`src/rtl/vga_timing_pkg.sv`:
```
// Timing constants, sync bundle type and raw sync decode for the 640x480@60Hz generator.
package vga_timing_pkg;

  localparam int CNT_W = 10;
  typedef logic [CNT_W-1:0] cnt_t;

  localparam cnt_t H_VISIBLE = 10'd640;
  localparam cnt_t H_FP      = 10'd16;
  localparam cnt_t H_SYNC    = 10'd96;
  localparam cnt_t H_BP      = 10'd48;
  localparam cnt_t H_TOTAL   = H_VISIBLE + H_FP + H_SYNC + H_BP;

  localparam cnt_t V_VISIBLE = 10'd480;
  localparam cnt_t V_FP      = 10'd10;
  localparam cnt_t V_SYNC    = 10'd2;
  localparam cnt_t V_BP      = 10'd33;
  localparam cnt_t V_TOTAL   = V_VISIBLE + V_FP + V_SYNC + V_BP;

  localparam cnt_t H_SYNC_START = H_VISIBLE + H_FP;
  localparam cnt_t H_SYNC_END   = H_SYNC_START + H_SYNC;
  localparam cnt_t V_SYNC_START = V_VISIBLE + V_FP;
  localparam cnt_t V_SYNC_END   = V_SYNC_START + V_SYNC;
  localparam cnt_t H_LAST       = H_TOTAL - 10'd1;
  localparam cnt_t V_LAST       = V_TOTAL - 10'd1;

  typedef struct packed {
    logic hs;
    logic vs;
    logic blank_n;
  } sync_t;

  localparam sync_t SYNC_IDLE = '{hs: 1'b1, vs: 1'b1, blank_n: 1'b0};

  function automatic sync_t decode_sync(input cnt_t h, input cnt_t v);
    sync_t s;
    s.hs      = !((h >= H_SYNC_START) && (h < H_SYNC_END));
    s.vs      = !((v >= V_SYNC_START) && (v < V_SYNC_END));
    s.blank_n = (h < H_VISIBLE) && (v < V_VISIBLE);
    return s;
  endfunction

endpackage

```
`src/rtl/vga_timing_gen_if.sv`:
```
// Pixel-side bundle of the VGA timing generator: colour in, coordinates/strobes and DAC pins out.
// frame_cnt exists only when VGA_FRAME_CNT_EN is defined.
interface vga_timing_gen_if;
  logic [7:0] r_in;
  logic [7:0] g_in;
  logic [7:0] b_in;
  logic [9:0] draw_x;
  logic [9:0] draw_y;
  logic       pix_en;
  logic       frame_start;
  logic       vga_clk;
  logic       vga_hs;
  logic       vga_vs;
  logic       vga_blank_n;
  logic       vga_sync_n;
  logic [7:0] vga_r;
  logic [7:0] vga_g;
  logic [7:0] vga_b;
`ifdef VGA_FRAME_CNT_EN
  logic [15:0] frame_cnt;
`endif

  modport master (
    input  r_in, g_in, b_in,
    output draw_x, draw_y, pix_en, frame_start, vga_clk, vga_hs, vga_vs,
           vga_blank_n, vga_sync_n, vga_r, vga_g, vga_b
`ifdef VGA_FRAME_CNT_EN
    , output frame_cnt
`endif
  );

  modport slave (
    output r_in, g_in, b_in,
    input  draw_x, draw_y, pix_en, frame_start, vga_clk, vga_hs, vga_vs,
           vga_blank_n, vga_sync_n, vga_r, vga_g, vga_b
`ifdef VGA_FRAME_CNT_EN
    , input frame_cnt
`endif
  );
endinterface

```
`src/rtl/vga_sync_delay.sv`:
```
// Shift register aligning {hs,vs,blank_n} with the colour pipeline; resets to the idle bundle.
// DEPTH=0 still registers once; the caller then enables it every clock.
module vga_sync_delay
  import vga_timing_pkg::*;
#(
  parameter int unsigned DEPTH = 1
) (
  input  logic  clk_i,
  input  logic  rst_i,
  input  logic  en_i,
  input  sync_t d_i,
  output sync_t q_o,
  output sync_t q_next_o
);

  localparam int unsigned STAGES = (DEPTH == 0) ? 1 : DEPTH;

  sync_t stage_q [STAGES];

  always_ff @(posedge clk_i or posedge rst_i) begin
    if (rst_i) begin
      for (int i = 0; i < STAGES; i++) stage_q[i] <= SYNC_IDLE;
    end else if (en_i) begin
      stage_q[0] <= d_i;
      for (int i = 1; i < STAGES; i++) stage_q[i] <= stage_q[i-1];
    end
  end

  // q_next_o is what the output stage loads on the next enable, so the colour
  // register can blank on the same strobe that blank_n changes.
  generate
    if (STAGES == 1) begin : g_one
      assign q_next_o = d_i;
    end else begin : g_multi
      assign q_next_o = stage_q[STAGES-2];
    end
  endgenerate

  assign q_o = stage_q[STAGES-1];

endmodule

```
`src/rtl/vga_timing_gen.sv`:
```
// 640x480@60Hz timing from the 50 MHz clock: pixel strobe, counters, delayed sync/blank, colour register.
// Optional frame counter port built when VGA_FRAME_CNT_EN is defined.
module vga_timing_gen
  import vga_timing_pkg::*;
#(
  parameter int unsigned PIPE_DLY = 1
) (
  input  logic             clk_i,
  input  logic             rst_i,
  vga_timing_gen_if.master vga
);

  logic        pix_div_q;
  cnt_t        h_cnt_q, h_cnt_d;
  cnt_t        v_cnt_q, v_cnt_d;
  logic        h_wrap, v_wrap;
  logic        frame_start_q, frame_start_d;
  logic [23:0] rgb_q, rgb_d;
  logic        dly_en;
  sync_t       sync_raw, sync_q, sync_next;

  always_comb begin
    h_cnt_d       = h_cnt_q;
    v_cnt_d       = v_cnt_q;
    h_wrap        = (h_cnt_q >= H_LAST);
    v_wrap        = (v_cnt_q >= V_LAST);
    frame_start_d = pix_div_q && h_wrap && v_wrap;
    if (pix_div_q) begin
      if (h_wrap) begin
        h_cnt_d = '0;
        v_cnt_d = v_wrap ? '0 : v_cnt_q + 10'd1;
      end else begin
        h_cnt_d = h_cnt_q + 10'd1;
      end
    end
  end

  always_ff @(posedge clk_i or posedge rst_i) begin
    if (rst_i) begin
      pix_div_q     <= 1'b0;
      h_cnt_q       <= '0;
      v_cnt_q       <= '0;
      frame_start_q <= 1'b0;
    end else begin
      pix_div_q     <= ~pix_div_q;
      h_cnt_q       <= h_cnt_d;
      v_cnt_q       <= v_cnt_d;
      frame_start_q <= frame_start_d;
    end
  end

  // With no pixel lag requested the sync register simply follows every clock.
  assign dly_en   = (PIPE_DLY == 0) ? 1'b1 : pix_div_q;
  assign sync_raw = decode_sync(h_cnt_q, v_cnt_q);

  vga_sync_delay #(.DEPTH(PIPE_DLY)) u_sync_delay (
    .clk_i    (clk_i),
    .rst_i    (rst_i),
    .en_i     (dly_en),
    .d_i      (sync_raw),
    .q_o      (sync_q),
    .q_next_o (sync_next)
  );

  always_comb begin
    rgb_d = rgb_q;
    if (dly_en) rgb_d = sync_next.blank_n ? {vga.r_in, vga.g_in, vga.b_in} : 24'h0;
  end

  always_ff @(posedge clk_i or posedge rst_i) begin
    if (rst_i) rgb_q <= '0;
    else       rgb_q <= rgb_d;
  end

`ifdef VGA_FRAME_CNT_EN
  logic [15:0] frame_cnt_q, frame_cnt_d;

  assign frame_cnt_d = frame_cnt_q + {15'd0, frame_start_q};

  always_ff @(posedge clk_i or posedge rst_i) begin
    if (rst_i) frame_cnt_q <= '0;
    else       frame_cnt_q <= frame_cnt_d;
  end

  assign vga.frame_cnt = frame_cnt_q;
`endif

  assign vga.draw_x      = h_cnt_q;
  assign vga.draw_y      = v_cnt_q;
  assign vga.pix_en      = pix_div_q;
  assign vga.vga_clk     = pix_div_q;
  assign vga.frame_start = frame_start_q;
  assign vga.vga_hs      = sync_q.hs;
  assign vga.vga_vs      = sync_q.vs;
  assign vga.vga_blank_n = sync_q.blank_n;
  assign vga.vga_sync_n  = 1'b0;
  assign vga.vga_r       = rgb_q[23:16];
  assign vga.vga_g       = rgb_q[15:8];
  assign vga.vga_b       = rgb_q[7:0];

endmodule

```
`src/flat_wrapper.sv`:
```
// flat-port wrapper written by rule: the top's interface ports become plain ports
module vga_timing_gen_flat import vga_timing_pkg::*;
#(
  parameter int unsigned PIPE_DLY = 1
)
  (clk_i, rst_i, vga_r_in, vga_g_in, vga_b_in, vga_draw_x, vga_draw_y, vga_pix_en, vga_frame_start, vga_vga_clk, vga_vga_hs, vga_vga_vs, vga_vga_blank_n, vga_vga_sync_n, vga_vga_r, vga_vga_g, vga_vga_b);
  vga_timing_gen_if vga_i ();
  input  logic clk_i;
  input  logic rst_i;
  input wire logic [$bits(vga_i.r_in)-1:0] vga_r_in;
  input wire logic [$bits(vga_i.g_in)-1:0] vga_g_in;
  input wire logic [$bits(vga_i.b_in)-1:0] vga_b_in;
  output wire logic [$bits(vga_i.draw_x)-1:0] vga_draw_x;
  output wire logic [$bits(vga_i.draw_y)-1:0] vga_draw_y;
  output wire logic [$bits(vga_i.pix_en)-1:0] vga_pix_en;
  output wire logic [$bits(vga_i.frame_start)-1:0] vga_frame_start;
  output wire logic [$bits(vga_i.vga_clk)-1:0] vga_vga_clk;
  output wire logic [$bits(vga_i.vga_hs)-1:0] vga_vga_hs;
  output wire logic [$bits(vga_i.vga_vs)-1:0] vga_vga_vs;
  output wire logic [$bits(vga_i.vga_blank_n)-1:0] vga_vga_blank_n;
  output wire logic [$bits(vga_i.vga_sync_n)-1:0] vga_vga_sync_n;
  output wire logic [$bits(vga_i.vga_r)-1:0] vga_vga_r;
  output wire logic [$bits(vga_i.vga_g)-1:0] vga_vga_g;
  output wire logic [$bits(vga_i.vga_b)-1:0] vga_vga_b;
  assign vga_i.r_in = vga_r_in;
  assign vga_i.g_in = vga_g_in;
  assign vga_i.b_in = vga_b_in;
  assign vga_draw_x = vga_i.draw_x;
  assign vga_draw_y = vga_i.draw_y;
  assign vga_pix_en = vga_i.pix_en;
  assign vga_frame_start = vga_i.frame_start;
  assign vga_vga_clk = vga_i.vga_clk;
  assign vga_vga_hs = vga_i.vga_hs;
  assign vga_vga_vs = vga_i.vga_vs;
  assign vga_vga_blank_n = vga_i.vga_blank_n;
  assign vga_vga_sync_n = vga_i.vga_sync_n;
  assign vga_vga_r = vga_i.vga_r;
  assign vga_vga_g = vga_i.vga_g;
  assign vga_vga_b = vga_i.vga_b;
  vga_timing_gen #(.PIPE_DLY(PIPE_DLY)) u_core (.clk_i(clk_i), .rst_i(rst_i), .vga(vga_i));
endmodule
```
`config.mk`:
```
export PLATFORM = sky130hd
export DESIGN_NAME = vga_timing_gen_flat
export DESIGN_NICKNAME = d
export VERILOG_FILES = /design/src/rtl/vga_timing_pkg.sv /design/src/rtl/vga_timing_gen_if.sv /design/src/rtl/vga_sync_delay.sv /design/src/rtl/vga_timing_gen.sv /design/src/flat_wrapper.sv
export SDC_FILE = /design/constraint.sdc
export NUM_CORES = 1
export LEC_CHECK = 0
export CORE_ASPECT_RATIO = 1.5
export CORE_MARGIN = 2
export CORE_UTILIZATION = 48
export DETAILED_ROUTE_END_ITERATION = 12
export MAX_ROUTING_LAYER = met4
export PLACE_DENSITY = 0.85
export SETUP_SLACK_MARGIN = 0.1
export SYNTH_ARGS = -nofsm -noshare
export SYNTH_HDL_FRONTEND = slang
export SYNTH_SLANG_ARGS = --single-unit
```
`constraint.sdc`:
```
create_clock -name clk_i -period 3.1 [get_ports clk_i]
set_clock_uncertainty 0.05 [all_clocks]
set_input_delay 0.465 -clock clk_i [delete_from_list [all_inputs] [get_ports clk_i]]
set_output_delay 0.465 -clock clk_i [all_outputs]
set_load 0.01 [all_outputs]
```
==> results of run 1 <==
-- path summary, 6_finish.rpt --
kind,slack (ps),from,cells past startpoint,to
min,440,u_core.u_sync_delay.q_o[0],1,u_core.u_sync_delay.q_o[0]
max,900,u_core.vga.pix_en,1,vga_vga_clk
min in group asynchronous,670,rst_i,2,u_core.rgb_q[20]
min reg2reg,440,u_core.u_sync_delay.q_o[0],1,u_core.u_sync_delay.q_o[0]
max in group asynchronous,1720,rst_i,2,u_core.rgb_q[10]
max reg2reg,1010,u_core.vga.pix_en,2,u_core.rgb_q[19]
-- sequential cells by signal (all words and copies together), names as in the netlist --
signal                   count
u_core.vga.pix_en            1
u_core.vga.frame_start       1
u_core.rgb_q                24
u_core.vga.draw_x           10
u_core.vga.draw_y           10
u_core.u_sync_delay.q_o      3
-- power by group --
| part | switching [mW] | internal (mW) | leakage (nW) |
|---|---|---|---|
| Combinational | 0.0348 | 0.0644 | 0.677 |
| Clock | 0.208 | 0.262 | 0.0574 |
| Sequential | 0.00944 | 0.655 | 0.602 |
| Total | 0.252 | 0.981 | 1.34 |
-- per-layer routing --
layer | GRT usage | vias to the layer above | routed length, um
li1 | - | 824 | -
met2 | 0.3427 | 53 | 2553
met5 | - | - | 0
met3 | 0.05075 | 9 | 306
met1 | 0.2693 | 851 | 2038
met4 | 0.05579 | 0 | 74
-- cells in the mapped netlist, types with 2 or more instances --
library cell	instances	area, um2
inv_1	6	22.52
a22o_1	29	254.0
buf_4	3	22.52
dfrtp_1	47	1176
o21ai_0	3	15.01
nor2_1	18	67.56
xor2_1	5	43.79
ha_1	4	50.05
xnor2_1	3	26.28
nor3_1	5	25.02
o21ai_1	4	20.02
a21oi_1	3	15.01
nand2_1	9	33.78
clkbuf_1	4	15.01
nand3_1	7	35.03
dfstp_2	2	52.55
and3_1	5	31.28
nand4_1	3	18.77
buf_2	2	10.01
-- cell type report --
| type | count | area [um2] |
|---|---|---|
| clock buffers | 6 | 82.58 |
| clock inverters | 2 | 37.54 |
| fillers | 329 | 1399 |
| inverters | 7 | 26.28 |
| multi-input cells | 122 | 882.1 |
| flip-flops and latches | 49 | 1229 |
| well taps | 48 | 60.06 |
| repair buffers | 75 | 750.7 |
-- cell families (layout without fill, tap and decap cells) --
family	count (synthesis)	count (layout)	share of synthesized area
muxes	1	1	0.004559
AOI/OAI and AO/OA	49	49	0.1989
DFF	49	49	0.5595
other	1	1	0.001708
adders and majority gates	4	4	0.02279
and+or+nand+nor	59	59	0.1419
xor gates and xnor gates	8	8	0.03191
buffers and inverters	17	90	0.03874
==> summary.md, run 1 <==
| Metric | Value |
|---|---|
| Outcome | completed |
| Largest net degree at the start of global routing | 50 |
| Hold Slack | 437.3 ps |
| Placed insts | 301 |
| Clk slew on worst S/H paths | 90 ps |
| Crit path launch type | flop |
| Synthesized flop and latch total | 49 |
| Number of setup violations in the final report | 0 |
| Max Clock Freq | 453.9 MHz |
| Initial DRC Count | 84 |
| Post-Layout Cell Count | 309 |
| Io pins | 77 |
| # DRC | 0 |
| Design area | 0.003068 mm2 |
| Nets | 290 |
| Worst hold path type | reg2reg |
| Fin. max-slew vios | 0 |
| DIE HEIGHT | 86.84 um |
| Slowest stage delay, CP | 720 ps |
| Crit path max fanout | 17 |
| GRT Overall Usage | 0.2138 |
| Vias in the first global route | 1683 |
| Min cycle time layout | 2203 ps |
| CTS sink cnt | 49 |
| Die ar. | 0.005143 mm2 |
| Worst setup margin | 896.7 ps |
| Yosys synthesis warning count | 0 |
| Via-to-Cell Ratio | 5.621 |
| Clock Latency Late Sink | 300 ps |
| Commonest non-fill, non-tap cells in the layout | clkdlybuf4s50_1 (75), dfrtp_1 (47), a22o_1 (29) |
| Worst Tran Pin Value | 987.3 ps |
| Total number of vias | 1737 |
| Leakage | 1.337 nW |
| Pre-CTS setup slack | 1008 ps |
| Global-route wire length before repair | 8204 um |
| Hold buffer count at CTS | 0 |
| Area of the core | 0.004467 mm2 |
| Commonest non-fill, non-tap cell in the layout | clkdlybuf4s50_1 |
| Tot Pwr | 1.233 mW |
| Remaining antenna violation count after routing | 0 |
| Drt pass-1 iters | 5 |
| Detailed placement HPWL | 3542 um |
| EDFF count, synth | 0 |
| Asr flop ratio synth | 1.000 |
| Share of cells above drive strength 1 | 0.08046 |
| Input/output buffers | 75 |
| Final hold violation count | 0 |
| Register area share after synthesis | 0.5595 |
| CTS Buffer Depth | 2 |
| ANT cells | 0 |
| Clock Tree Root | clkbuf_8 |
| Mapped Avg Cell Area | 11.68 um2 |
| Postcts setup bufs | 0 |
| Pwr dens | 402.0 mW/mm2 |
| WL/cell | 16.09 um |
| GP Congestion | 0.8975 |
| DP Area | 0.002948 mm2 |
| Synth Instances | 188 |
| CP delay by family, top | flip-flops |
| Core Rows | 30 |
| Crit path buffers/inverters | 1 |
| Critical path endpoint category | output port |
| Peak VDD IR | 0.0003162 V |
| Net count after synthesis | 218 |
| Layout area overhead | 39.71% |
| Crit Path Class | reg2out |
| Netlist cell types | 45 |
| TritonCTS buffer count | 5 |
| Die X | 59.23 um |
| CTS resizes | 0 |
| RSZ-0062 raised after global routing | false |
| Post-Syn Area | 0.002196 mm2 |
| CTS tree | yes |
| WP data arrival | 1690 ps |
| Part of the cycle the worst path needs | 0.7108 |
| Slew HR | 0.3409 |
| Top_reg_cell synth | dfrtp_1 |
| Global route overflow | 0 |
| Antenna violations before repair | 0 |
| Total routed wirelength | 4972 um |
| Critical-path top delay cell | dfrtp_1 |
| Max_cap viols | 0 |
| Layout Utilization | 0.6868 |
| Worst path cell trace | clkdlybuf4s50_1 |
| Setup tns final | 0 ps |
| Critical Path RT | 2580 ps |
| CTS H-tree lvls | 2 |
| Initial core utilization | 0.4916 |
(Power assumes the default switching activity.)
==> inputs of run 2 (changes only) <==
Settings changed: CORE_UTILIZATION 48 to 45, PLACE_DENSITY 0.85 to 0.81.
Clock period 3.1 ns to 2.31 ns, I/O delays scaled along.
==> summary.md, run 2 (synthesis gave the netlist of run 1 again) <==
| Metric | Value |
|---|---|
| Pwr dens | 519.8 mW/mm2 (+29%) |
| Number of setup violations in the final report | 0 (unchanged) |
| Pre-CTS setup slack | 386.3 ps (-621.3 ps) |
| Via-to-Cell Ratio | 5.345 (-4.9%) |
| Commonest non-fill, non-tap cell in the layout | clkdlybuf4s50_1 |
| Global-route wire length before repair | 8052 um (-1.9%) |
| Clk slew on worst S/H paths | 90 ps (about the same) |
| Multi-input combinational cell area | 882.1 um2 (unchanged) |
| Max Clock Freq | 511.3 MHz |
| DIE HEIGHT | 89.56 um (+3.1%) |
| Antenna violations before repair | 0 (unchanged) |
| Core Rows | 31 (+3.3%) |
| Critical Path RT | 1910 ps (-670 ps) |
| Clock Tree Root | clkbuf_8 |
| Fill cells | 395 (+20%) |
| Biggest register | u_core.rgb_q |
| RSZ-0062 raised after global routing | false |
| CTS H-tree lvls | 2 (unchanged) |
| WL/cell | 15.36 um (-4.5%) |
| Detailed placement HPWL | 3625 um (+2.3%) |
| Clock Latency Late Sink | 290 ps (about the same) |
| Remaining antenna violation count after routing | 0 (unchanged) |
| Critical path endpoint category | output port |
| WP data arrival | 1560 ps (-130 ps) |
| Largest net degree at the start of global routing | 27 (-46%) |
| RR Startpoint | u_core.vga.draw_x[0] |
| Final hold violation count | 0 (unchanged) |
| Initial DRC Count | 38 (-55%) |
| Commonest non-fill, non-tap cells in the layout | clkdlybuf4s50_1 (75), dfrtp_1 (47), a22o_1 (29) |
| Outcome | completed |
| Min cycle time layout | 1956 ps |
| Layout area overhead | 41.77% |
| Setup tns final | 0 ps (unchanged) |
| Crit Path Class | reg2out |
| Hold buffer count at CTS | 0 (unchanged) |
| CTS sink cnt | 49 (unchanged) |
| Slew HR | 0.4102 (+0.06936) |
| Total routed wirelength | 5069 um (+2.0%) |
| CTS resizes | 0 (unchanged) |
| Seq. cell area | 0.001229 mm2 (unchanged) |
| Die ar. | 0.005466 mm2 (+6.3%) |
| Io pins | 77 (unchanged) |
| Part of the cycle the worst path needs | 0.8466 |
| # DRC | 0 (unchanged) |
| Leakage | 1.354 nW (+1.3%) |
| Total number of vias | 1764 (+1.6%) |
| Nets | 293 (+1.0%) |
| Crit path launch type | flop |
| CTS tree | yes |
| ANT cells | 0 (unchanged) |
| Share of cells above drive strength 1 | 0.08712 (+0.006661) |
| Layout Utilization | 0.6525 (-0.03433) |
| Vias in the first global route | 1671 (-0.71%) |
| Global route overflow | 0 (unchanged) |
| Die X | 61.04 um (+3.1%) |
| Peak VDD IR | 0.0004408 V (+39%) |
| Worst Tran Pin Value | 884.0 ps (-103.3 ps) |
| TritonCTS buffer count | 5 (unchanged) |
| Worst setup margin | 354.3 ps (-542.4 ps) |
| Fin. max-slew vios | 0 (unchanged) |
| Max_cap viols | 0 (unchanged) |
| Critical path origin | u_core.vga.pix_en |
| Drt pass-1 iters | 4 (-1) |
| Initial core utilization | 0.4603 (-0.03133) |
| GRT Overall Usage | 0.2028 (-0.01105) |
| Hold Slack | 357.2 ps (-80.13 ps) |
| Postcts setup bufs | 0 (unchanged) |
| Input/output buffers | 75 (unchanged) |
| CTS Buffer Depth | 2 (unchanged) |
| Crit path max fanout | 12 (-5) |
| Max reg flops | 24 (unchanged) |
| Area of the core | 0.004771 mm2 (+6.8%) |
| GP Congestion | 0.9359 (+4.3%) |
| Worst hold path type | in2async |
## run 2: cell count changes in the layout (fill, tap and decap cells not counted), sizes merged
cell      before  now
clkinv         1    2
buf            0    3
clkinvlp       1    0
## run 2: metrics by stage
step	power [mW]	instance area, um2	std cells
final	1.618	3113	330
after global routing	1.688	3113	330
after CTS	1.640	3113	330
after detailed placement	1.047	3005	322
after global placement	1.045	3005	322
after floorplan	0.9493	2196	188
## run 2: final cells by class
class | count | share of cell area
inverter | 7 | 0.008441
clock buffer | 6 | 0.02331
tap | 66 | 0.02653
multi-input combinational | 122 | 0.2834
timing repair buffer | 78 | 0.2524
clock inverter | 2 | 0.01125
sequential | 49 | 0.3947
## run 2: critical path, cell delays in order (launching register included)
cell and delay (ps):
dfrtp_1 450, buf_4 240, clkdlybuf4s50_1 570
## run 2: final timing paths
| kind | endpoint | slack, ps | depth (start not counted) |
|---|---|---|---|
| min | u_core.rgb_q[9] | 360 | 2 |
| max reg2reg | u_core.vga.draw_y[7] | 370 | 5 |
| max in group asynchronous | u_core.u_sync_delay.q_o[2] | 1260 | 3 |
| max | vga_pix_en | 350 | 2 |
| min reg2reg | u_core.u_sync_delay.q_o[0] | 440 | 1 |
| min in group clk_i | u_core.u_sync_delay.q_o[0] | 440 | 1 |
## run 2: per-layer routing
layer	GRT usage	vias up	part of all wire
met5	-	-	0
met4	0.06719	0	0.012
met3	0.04486	6	0.054
met2	0.3317	50	0.52
met1	0.2442	876	0.42
li1	-	832	-
## run 2: power by group
part,total [mW],switching [mW],internal [mW]
Combinational,0.137,0.0472,0.0897
Sequential,0.891,0.0125,0.878
Clock,0.590,0.269,0.321
Total,1.62,0.328,1.29
